<file path="config.mk">
export PLATFORM = sky130hd
export DESIGN_NAME = spi_ram_burst_flat
export DESIGN_NICKNAME = d
export VERILOG_FILES = /design/src/rtl/spi_ram_pkg.sv /design/src/rtl/spi_ram_burst_if.sv /design/src/rtl/spi_ram_array.sv /design/src/rtl/spi_ram_burst.sv /design/src/flat_wrapper.sv
export SDC_FILE = /design/constraint.sdc
export NUM_CORES = 2
export LEC_CHECK = 0
export BUFFER_PORTS_ARGS = -buffer_cell sky130_fd_sc_hd__clkbuf_2
export CAP_MARGIN = 20
export CORE_UTILIZATION = 35
export DETAILED_ROUTE_END_ITERATION = 7
export PLACE_DENSITY = 0.6
export SLEW_MARGIN = 20
export SYNTH_ARGS = -nofsm -noshare
export SYNTH_HDL_FRONTEND = slang
export SYNTH_HIERARCHICAL = 1
export SYNTH_SLANG_ARGS = --single-unit
</file>
<file path="constraint.sdc">
create_clock -name clk -period 7.3 [get_ports clk]
set_clock_uncertainty 0.2 [all_clocks]
set_input_delay 1.095 -clock clk [delete_from_list [all_inputs] [get_ports clk]]
set_output_delay 1.095 -clock clk [all_outputs]
set_load 0.01 [all_outputs]
</file>
<file path="src/rtl/spi_ram_pkg.sv">
// Shared types and helpers for the SPI RAM slave.
// Command encoding and pointer wrap arithmetic.
package spi_ram_pkg;

  typedef enum logic [1:0] {
    WR_ADDR = 2'b00,
    WR_DATA = 2'b01,
    RD_ADDR = 2'b10,
    RD_DATA = 2'b11
  } cmd_e;

  function automatic int unsigned ptr_inc(
    int unsigned ptr,
    int unsigned depth
  );
    return (ptr >= depth - 1) ? 0 : ptr + 1;
  endfunction

endpackage

</file>
<file path="src/rtl/spi_ram_burst_if.sv">
// Parallel-side bus between the SPI slave and the RAM.
// Master drives commands, slave returns read data.
interface spi_ram_burst_if #(
  parameter int DATA_W = 8
) ();

  logic [DATA_W+1:0] din;
  logic              rx_valid;
  logic [DATA_W-1:0] dout;
  logic              tx_valid;
  logic              err;

  modport master (
    output din, rx_valid,
    input  dout, tx_valid, err
  );

  modport slave (
    input  din, rx_valid,
    output dout, tx_valid, err
  );

endinterface

</file>
<file path="src/rtl/spi_ram_array.sv">
// Single-port synchronous RAM, 1-cycle read.
// Contents are not reset.
module spi_ram_array #(
  parameter int DATA_W    = 8,
  parameter int ADDR_W    = 8,
  parameter int MEM_DEPTH = 256
) (
  input  logic              clk,
  input  logic              we,
  input  logic              re,
  input  logic [ADDR_W-1:0] addr,
  input  logic [DATA_W-1:0] wdata,
  output logic [DATA_W-1:0] rdata
);

  logic [DATA_W-1:0] mem [MEM_DEPTH];

  always_ff @(posedge clk) begin
    if (we) begin
      mem[addr] <= wdata;
    end else if (re) begin
      rdata <= mem[addr];
    end
  end

endmodule

</file>
<file path="src/rtl/spi_ram_burst.sv">
// RAM slave with command decode, range check,
// burst pointers and 1/2-cycle read pipeline.
module spi_ram_burst
  import spi_ram_pkg::*;
#(
  parameter int DATA_W    = 8,
  parameter int ADDR_W    = 8,
  parameter int MEM_DEPTH = 256,
  parameter int AUTO_INC  = 1,
  parameter int RD_LAT    = 1
) (
  input logic            clk,
  input logic            rst_n,
  spi_ram_burst_if.slave bus
);

  if (ADDR_W > DATA_W) begin : g_chk_aw
    $error("ADDR_W must not exceed DATA_W");
  end
  if (MEM_DEPTH < 2 || MEM_DEPTH > 2**ADDR_W)
  begin : g_chk_depth
    $error("MEM_DEPTH out of range");
  end
  if (RD_LAT != 1 && RD_LAT != 2) begin : g_chk_lat
    $error("RD_LAT must be 1 or 2");
  end

  cmd_e              cmd;
  logic [DATA_W-1:0] pay;
  logic [ADDR_W-1:0] addr;
  logic              a_ok;

  assign cmd  = cmd_e'(bus.din[DATA_W+1:DATA_W]);
  assign pay  = bus.din[DATA_W-1:0];
  assign addr = pay[ADDR_W-1:0];
  assign a_ok = {1'b0, addr} < (ADDR_W+1)'(MEM_DEPTH);

  logic [ADDR_W-1:0] wr_ptr, rd_ptr;
  logic [ADDR_W-1:0] wp_nx, rp_nx;
  logic [ADDR_W-1:0] wp_inc, rp_inc;
  logic              rd_set, rs_nx;
  logic              err_d, we, re;

  assign wp_inc = ADDR_W'(ptr_inc(32'(wr_ptr), MEM_DEPTH));
  assign rp_inc = ADDR_W'(ptr_inc(32'(rd_ptr), MEM_DEPTH));

  always_comb begin
    wp_nx = wr_ptr;
    rp_nx = rd_ptr;
    rs_nx = rd_set;
    err_d = 1'b0;
    we    = 1'b0;
    re    = 1'b0;
    if (bus.rx_valid) begin
      unique case (cmd)
        WR_ADDR: begin
          if (a_ok) wp_nx = addr;
          else      err_d = 1'b1;
        end
        WR_DATA: begin
          we = 1'b1;
          if (AUTO_INC != 0) wp_nx = wp_inc;
        end
        RD_ADDR: begin
          if (a_ok) begin
            rp_nx = addr;
            rs_nx = 1'b1;
          end else begin
            err_d = 1'b1;
          end
        end
        RD_DATA: begin
          re    = 1'b1;
          err_d = !rd_set;
          if (AUTO_INC != 0) rp_nx = rp_inc;
        end
        default: ;
      endcase
    end
  end

  logic [DATA_W-1:0] rdata;

  spi_ram_array #(
    .DATA_W   (DATA_W),
    .ADDR_W   (ADDR_W),
    .MEM_DEPTH(MEM_DEPTH)
  ) u_array (
    .clk  (clk),
    .we   (we),
    .re   (re),
    .addr (we ? wr_ptr : rd_ptr),
    .wdata(pay),
    .rdata(rdata)
  );

  logic              v1;
  logic              out_v;
  logic [DATA_W-1:0] out_d;

  always_ff @(posedge clk or negedge rst_n) begin
    if (!rst_n) begin
      wr_ptr   <= '0;
      rd_ptr   <= '0;
      rd_set   <= 1'b0;
      bus.err  <= 1'b0;
      v1       <= 1'b0;
    end else begin
      wr_ptr   <= wp_nx;
      rd_ptr   <= rp_nx;
      rd_set   <= rs_nx;
      bus.err  <= err_d;
      v1       <= re;
    end
  end

  // Extra register stage between array and output for RD_LAT = 2
  if (RD_LAT == 2) begin : g_lat2
    logic              v2;
    logic [DATA_W-1:0] d2;
    always_ff @(posedge clk or negedge rst_n) begin
      if (!rst_n) begin
        v2 <= 1'b0;
        d2 <= '0;
      end else begin
        v2 <= v1;
        if (v1) d2 <= rdata;
      end
    end
    assign out_v = v2;
    assign out_d = d2;
  end else begin : g_lat1
    assign out_v = v1;
    assign out_d = rdata;
  end

  always_ff @(posedge clk or negedge rst_n) begin
    if (!rst_n) begin
      bus.dout     <= '0;
      bus.tx_valid <= 1'b0;
    end else begin
      bus.tx_valid <= out_v;
      if (out_v) bus.dout <= out_d;
    end
  end

endmodule

</file>
<file path="src/flat_wrapper.sv">
// flat-port wrapper written by rule: the top's interface ports become plain ports
module spi_ram_burst_flat import spi_ram_pkg::*;
#(
  parameter int DATA_W    = 8,
  parameter int ADDR_W    = 8,
  parameter int MEM_DEPTH = 256,
  parameter int AUTO_INC  = 1,
  parameter int RD_LAT    = 1
)
  (clk, rst_n, bus_din, bus_rx_valid, bus_dout, bus_tx_valid, bus_err);
  spi_ram_burst_if #(.DATA_W(DATA_W)) bus_i ();
  input logic clk;
  input logic rst_n;
  input wire logic [$bits(bus_i.din)-1:0] bus_din;
  input wire logic [$bits(bus_i.rx_valid)-1:0] bus_rx_valid;
  output wire logic [$bits(bus_i.dout)-1:0] bus_dout;
  output wire logic [$bits(bus_i.tx_valid)-1:0] bus_tx_valid;
  output wire logic [$bits(bus_i.err)-1:0] bus_err;
  assign bus_i.din = bus_din;
  assign bus_i.rx_valid = bus_rx_valid;
  assign bus_dout = bus_i.dout;
  assign bus_tx_valid = bus_i.tx_valid;
  assign bus_err = bus_i.err;
  spi_ram_burst #(.DATA_W(DATA_W), .ADDR_W(ADDR_W), .MEM_DEPTH(MEM_DEPTH), .AUTO_INC(AUTO_INC), .RD_LAT(RD_LAT)) u_core (.clk(clk), .rst_n(rst_n), .bus(bus_i));
endmodule
</file>
Word-level counts from Yosys, hierarchy flattened
Memories as Yosys holds them, arrays and structs flattened. A register that Yosys moved wholly into a read port is not among the register bits.
Index checks and enable logic that the tools add are counted.
- register bits after elaboration: 28
- memories: 1
- bits in writable memories: 2048
- word-level logic and storage cells: 37
- bits of input ports: 13
- add/subtract/negate cells: 2
- reduce and logical (&&, ||, !) cells: 8
- multiplexer cells: 13
- equality and inequality tests: 3
- bitwise gates (word level): 1
- order comparisons: 2
- memory list (memory ; words ; bits a word ; read ports ; clocked after memory_dff ; write ports ; RTL line ; RTL):
    u_core.u_array.mem ; 256 ; 8 ; 1 ; 1 ; 1 ; spi_ram_array.sv:16 ; logic [DATA_W-1:0] mem [MEM_DEPTH];
- operators with widths (operator ; number):
    $pmux W8 S2 ; 2
    $mux W8 ; 3
    $add A8 B1 Y8 const B ; 2
    $ge A8 B8 Y1 const B ; 2
    $mux W1 ; 8
    $reduce_and A2 Y1 ; 4
    $eq A2 B2 Y1 const B ; 2
    $reduce_bool A2 Y1 ; 2
    $eq A2 B1 Y1 const B ; 1
    $logic_not A2 Y1 ; 1
    $logic_not A1 Y1 ; 1
    $not A1 Y1 ; 1

Logic depth before layout (Yosys ltp)
- word-level depth: 5
- gate-level depth with buffers: 13
- gate-level depth less buffers: 8

Modules after synthesis
Netlist, hierarchy kept.
- modules (own cells, without submodules) (module ; cells an instance ; area an instance (sq um) ; instances):
    spi_ram_array ; 3547 ; 78560.3 ; 1
    spi_ram_burst ; 155 ; 1532.7 ; 1

Worst setup path before layout
OpenSTA, ideal clock, no wires.
- path kind: input -> register
- start point: in bus_rx_valid
- end point: mem u_core.u_array.mem[112][0] (enable)
- path buffers: 5
- setup time: 0.370 ns
- cell stages on the path: 11
- data required time: 6.730 ns
- slack: 3.115 ns
- data arrival time: 3.615 ns
- cells stage by stage: nor2b_2 buf_4 nand2_4 mux2_2 buf_2 nor2_1 clkbuf_1 buf_1 nand3_1 clkbuf_1 nor2_1
- longest elaborated chain between the ends: 3
- elaborated cells on any way between the ends: 4
- those cells by class: 4 x mux
- RTL lines (what ; RTL line ; RTL):
    start, declared ; flat_wrapper.sv:15 ; input wire logic [$bits(bus_i.rx_valid)-1:0] bus_rx_valid;
    $mux W1 * ; spi_ram_burst.sv:54 ; if (bus.rx_valid) begin
    $mux W1 ; spi_ram_array.sv:19 ; if (we) begin
    $mux W1 (not written as such) ; spi_ram_array.sv:20 ; mem[addr] <= wdata;
    end, declared ; spi_ram_array.sv:16 ;
Mark *: on every way between the ends. The rest lies on a longest branch, timed or not.

Final worst setup path
- start point: in bus_rx_valid
- end point: reg u_core.u_array.rdata[2] (read register of u_core.u_array.mem) (data pin)
- longest elaborated chain between the ends: 3
- elaborated cells on any way between the ends: 5
- those cells by class: 3 x mux; 1 x bitwise; 1 x reduce/logical
- RTL lines (what ; RTL line ; RTL):
    $mux W1 ; spi_ram_burst.sv:54 ;
    $not A1 Y1 (no line) ; - ;
    $reduce_and A2 Y1 (no line) ; - ;
    end, declared ; spi_ram_array.sv:13 ; output logic [DATA_W-1:0] rdata
Several ways; a longest one is shown, not always the timed one.
A chain may end at the register's enable or synchronous reset.

==> impl_results.md <==
- Run status: finished, final reports clean
- Post-DP HPWL: approximately 110000 µm
- Die area: 231000 µm²
- Final setup TNS: 0 ps
- Final hold vios: 0
- GP Congestion: approximately 0.79
- Gr busiest metal: met2
- Async SR Flop Fraction: 0.0134
- First-pass GRT wire length: 282000 µm
- Largest family of logic cells by synthesized area: multiplexers
- Fin area: 90800 µm²
- Total setup buffers inserted after CTS: 0
- Slowest stage cell, crit path: o41ai_1
- Avg WL per Cell: 27.6 µm
- CTS Buffer Depth: 3
- Total core area: 227000 µm²
- Vias: 38488
- EDFF count, synth: around 2100
- Switching share of total power: 0.247
- Root buf cell: clkbuf_16
- Simple-gate area share of the yosys netlist: 0.0207
- Hold buffer count at CTS: 0
- Post-Synth Adder-Cell Area: 0.000312
- Max-slew violations: 0
- Clock-pin slew on the worst setup and hold paths: around 60 ps
- Initial drt markers: about 4000
- Worst Path Max Fanout: 118
- Largest net degree at the start of global routing: 204
- Minimum clock period after layout: 5350 ps
- Slew headroom: 0.240
- Worst slew pin tran: 1140 ps
- Initial Util: 0.352
- Main synth FF type: edfxtp_1
- Reg power frac: 0.489
- Final WL: 194000 µm
- H-tree depth: 4
- RSZ-0062 raised after global routing: no
- Unique masters post-synth: 49
- Synth Area in Compound Gates: 0.0388
- Max Cap Viol: 0
- Endpoint class of the critical path: flip-flop
- Grt met1 use: 0.233
- # DRC: 0
- Final #Nets: 3839
- Cells after synthesis: 3702
- Hold Crit Class: in2async
- Post-synthesis register bit count: 2084
- Dpl cell area: 84200 µm²
- Reg2Reg Setup Slack: about 2600 ps
- Pre-antenna DRT Iters: 6
- Vias in the first global route: roughly 40000
- Tot GR Track Use: 0.168
- FMAX: ~190 MHz
- Synth Cell Area: 80100 µm²
- Total power: between 20000 and 30000 µW
- GRT overflow: 0
- I/O Buffers: 22
- P_leak: around 0.027 µW
- Crit-path max cell delay: 1010 ps
- Cell Int Power: between 20000 and 25000 µW
- WP data required: 7610 ps
- Filler cells: about 20000
- CTS tree: built
- Comb pwr share: 0.130
- Mapped Nets: between 3000 and 4000
- CTS Buf Count: 206
- Post-synthesis mux area share: 0.146
- M2 GR Usage: 0.267
- Met3 Use GR: 0.0301
- Worst path arrival time: 5660 ps
- PD cells: 299 nW/µm²
- Area growth from synthesis to layout: 13.4%
- Worst skew pair latency: roughly 840 ps
- Die Ht: ~480 µm
- I/O pin total: 23
- Worst setup path category: in2reg
- Vias per cell: 5.49
- Layout cells sized above 1: 0.247
- Clock sink count: 2084
- FF-to-FF path depth: 7
- Final setup vio count: 0
- Crit-path leading delay family: compound AO/OA/AOI/OAI gates
- Post-route ant nets: 0
- Row Count: 175
- P_sw: 6700 µW
- CP startpoint kind: input pin
- CP bufs+invs: 2
- Worst reg2reg startpoint: u_core/rd_ptr[1]
- Clk network pwr share: 0.381
- Synth Area in XOR/XNOR: 0
- Worst path cell trace: clkbuf_2 > nor2b_2 > nand2_4 > mux2_8 > buf_12 > mux4_2 > a22oi_1 > a21oi_1 > o41ai_1 > nand4_1
- Post-synthesis average cell area: 21.6 µm²
- Warnings, synthesis: 6
- CTS resizes: 0
- Period utilization: 0.733
- Worst vdd ir: approximately 240 µV
- Die Width: 480 µm
- Fraction of the yosys area taken by sequential cells: 0.780
- Hold slack: 195 ps
- Initial antenna violation count: 5
- Reg-to-reg endpoint: u_core/u_array/rdata[2]
==> area by class of cell <==
cell class | count | area, µm² | area share
sequential | 2084 | 62400 | 0.688
tap | 3009 | 3760 | 0.0415
multi-input combinational | 1374 | 16600 | 0.183
clock inverter | 127 | 1190 | 0.0132
inverter | 4 | 15.0 | 0.000165
antenna | 2 | 5.00 | 0.0000551
timing repair buffer | 154 | 1390 | 0.0153
clock buffer | 254 | 5370 | 0.0591
==> worst register-to-register path, stage by stage, from the launching register on <==
cell and delay [ps]:
dfrtp_1 460, mux2_8 790, buf_12 740, mux4_2 580, a22oi_1 210, a21oi_1 160
o41ai_1 1010, nand4_1 220
==> power groups by stage <==
stage                     Combinational, µW  Sequential, µW  Clock [µW]
after floorplan                        2210           13500           0
after global placement                 3530           13500           0
after detailed placement               3550           13500           0
after CTS                              3560           13300       10500
after global routing                   3730           13300       11000
final                                  3520           13300       10300
==> flip-flops by register name, indices dropped and copies added (netlist names) <==
name / count
u_core/bus.dout: 8
u_core/bus.err: 1
u_core/bus.tx_valid: 1
u_core/out_v: 1
u_core/rd_ptr: 8
u_core/rd_set: 1
u_core/u_array/mem: 2048
u_core/u_array/rdata: 8
u_core/wr_ptr: 8
==> Yosys cell counts, types with 2 or more instances <==
cell      instances  share of area
a21oi_1         142         0.0089
a22oi_1         257          0.024
a31oi_1           2        0.00016
and2_1            5        0.00039
and3_1            3        0.00023
buf_1            26         0.0012
buf_2            38         0.0024
buf_4            24         0.0022
buf_6            12         0.0017
clkbuf_1        140         0.0066
dfrtp_1          28         0.0087
edfxtp_1       2056           0.77
ha_1              2        0.00031
inv_1             4        0.00019
mux2_2           16         0.0022
mux4_2          512           0.14
nand2_1          44         0.0021
nand2b_1          8        0.00062
nand3_1          23         0.0014
nand3_2           2        0.00025
nand4_1          10        0.00078
nor2_1          235          0.011
nor2b_1          10        0.00078
nor3_1           34         0.0021
nor4_1            2        0.00016
o21ai_0           8        0.00050
o22ai_1           4        0.00031
o41ai_1          32         0.0035
or2_2             3        0.00023
==> how the worst max path moves through the flow <==
stage	from	to	cells after the start	slack (ps)
floorplan	bus_rx_valid	u_core/u_array/mem[112][0]	11	3120
global route	bus_rx_valid	u_core/u_array/rdata[5]	10	1830
detailed placement	bus_rx_valid	u_core/u_array/rdata[4]	10	1030
global placement	bus_rx_valid	u_core/u_array/rdata[5]	10	1070
finish	bus_rx_valid	u_core/u_array/rdata[2]	10	1950
CTS	bus_rx_valid	u_core/u_array/rdata[4]	10	1920
==> cell families (layout without fill, tap and decap cells) <==
kind of cell | count (synthesis) | after routing
AO/OA/AOI/OAI | 458 | 458
other | 0 | 2
multiplexers | 529 | 529
buffers and inverters | 244 | 539
flip-flops | 2084 | 2084
adder cells (fa/ha/maj) | 2 | 2
AND/OR/NAND/NOR | 385 | 385
==> through the flow <==
| stage | utilization | instances | setup slack, ps |
|---|---|---|---|
| floorplan | - | 3702 | 3120 |
| global placement | 0.370 | 6624 | 1070 |
| detailed placement | 0.370 | 6624 | 1030 |
| CTS | 0.399 | 7005 | 1920 |
| global route | 0.399 | 7006 | 1830 |
| finish | 0.399 | 7008 | 1950 |
==> routing by layer <==
metal	share of wire	vias to the layer above
met5	0.000098	-
met4	0.029	2
li1	-	15907
met1	0.41	20858
met3	0.073	298
met2	0.48	1423
==> cells in the final DEF, fill, tap and decap left out, drive strengths merged, types with 2 or more instances in the layout <==
master	instances
bufinv	18
a21oi	142
nand2	45
nor3	34
inv	13
o41ai	32
dfrtp	28
nand4	10
clkinvlp	2
a22oi	257
nand2b	8
a21o	2
o21ai	10
diode	2
nand3	25
and2	5
mux4	512
mux2	16
ha	2
a31oi	2
o22ai	4
and3	4
o311ai	2
buf	140
clkbuf	268
clkinv	98
nor2b	11
nor4	2
nor2	235
edfxtp	2056
or2	4
Power figures use the tool's default switching activity.
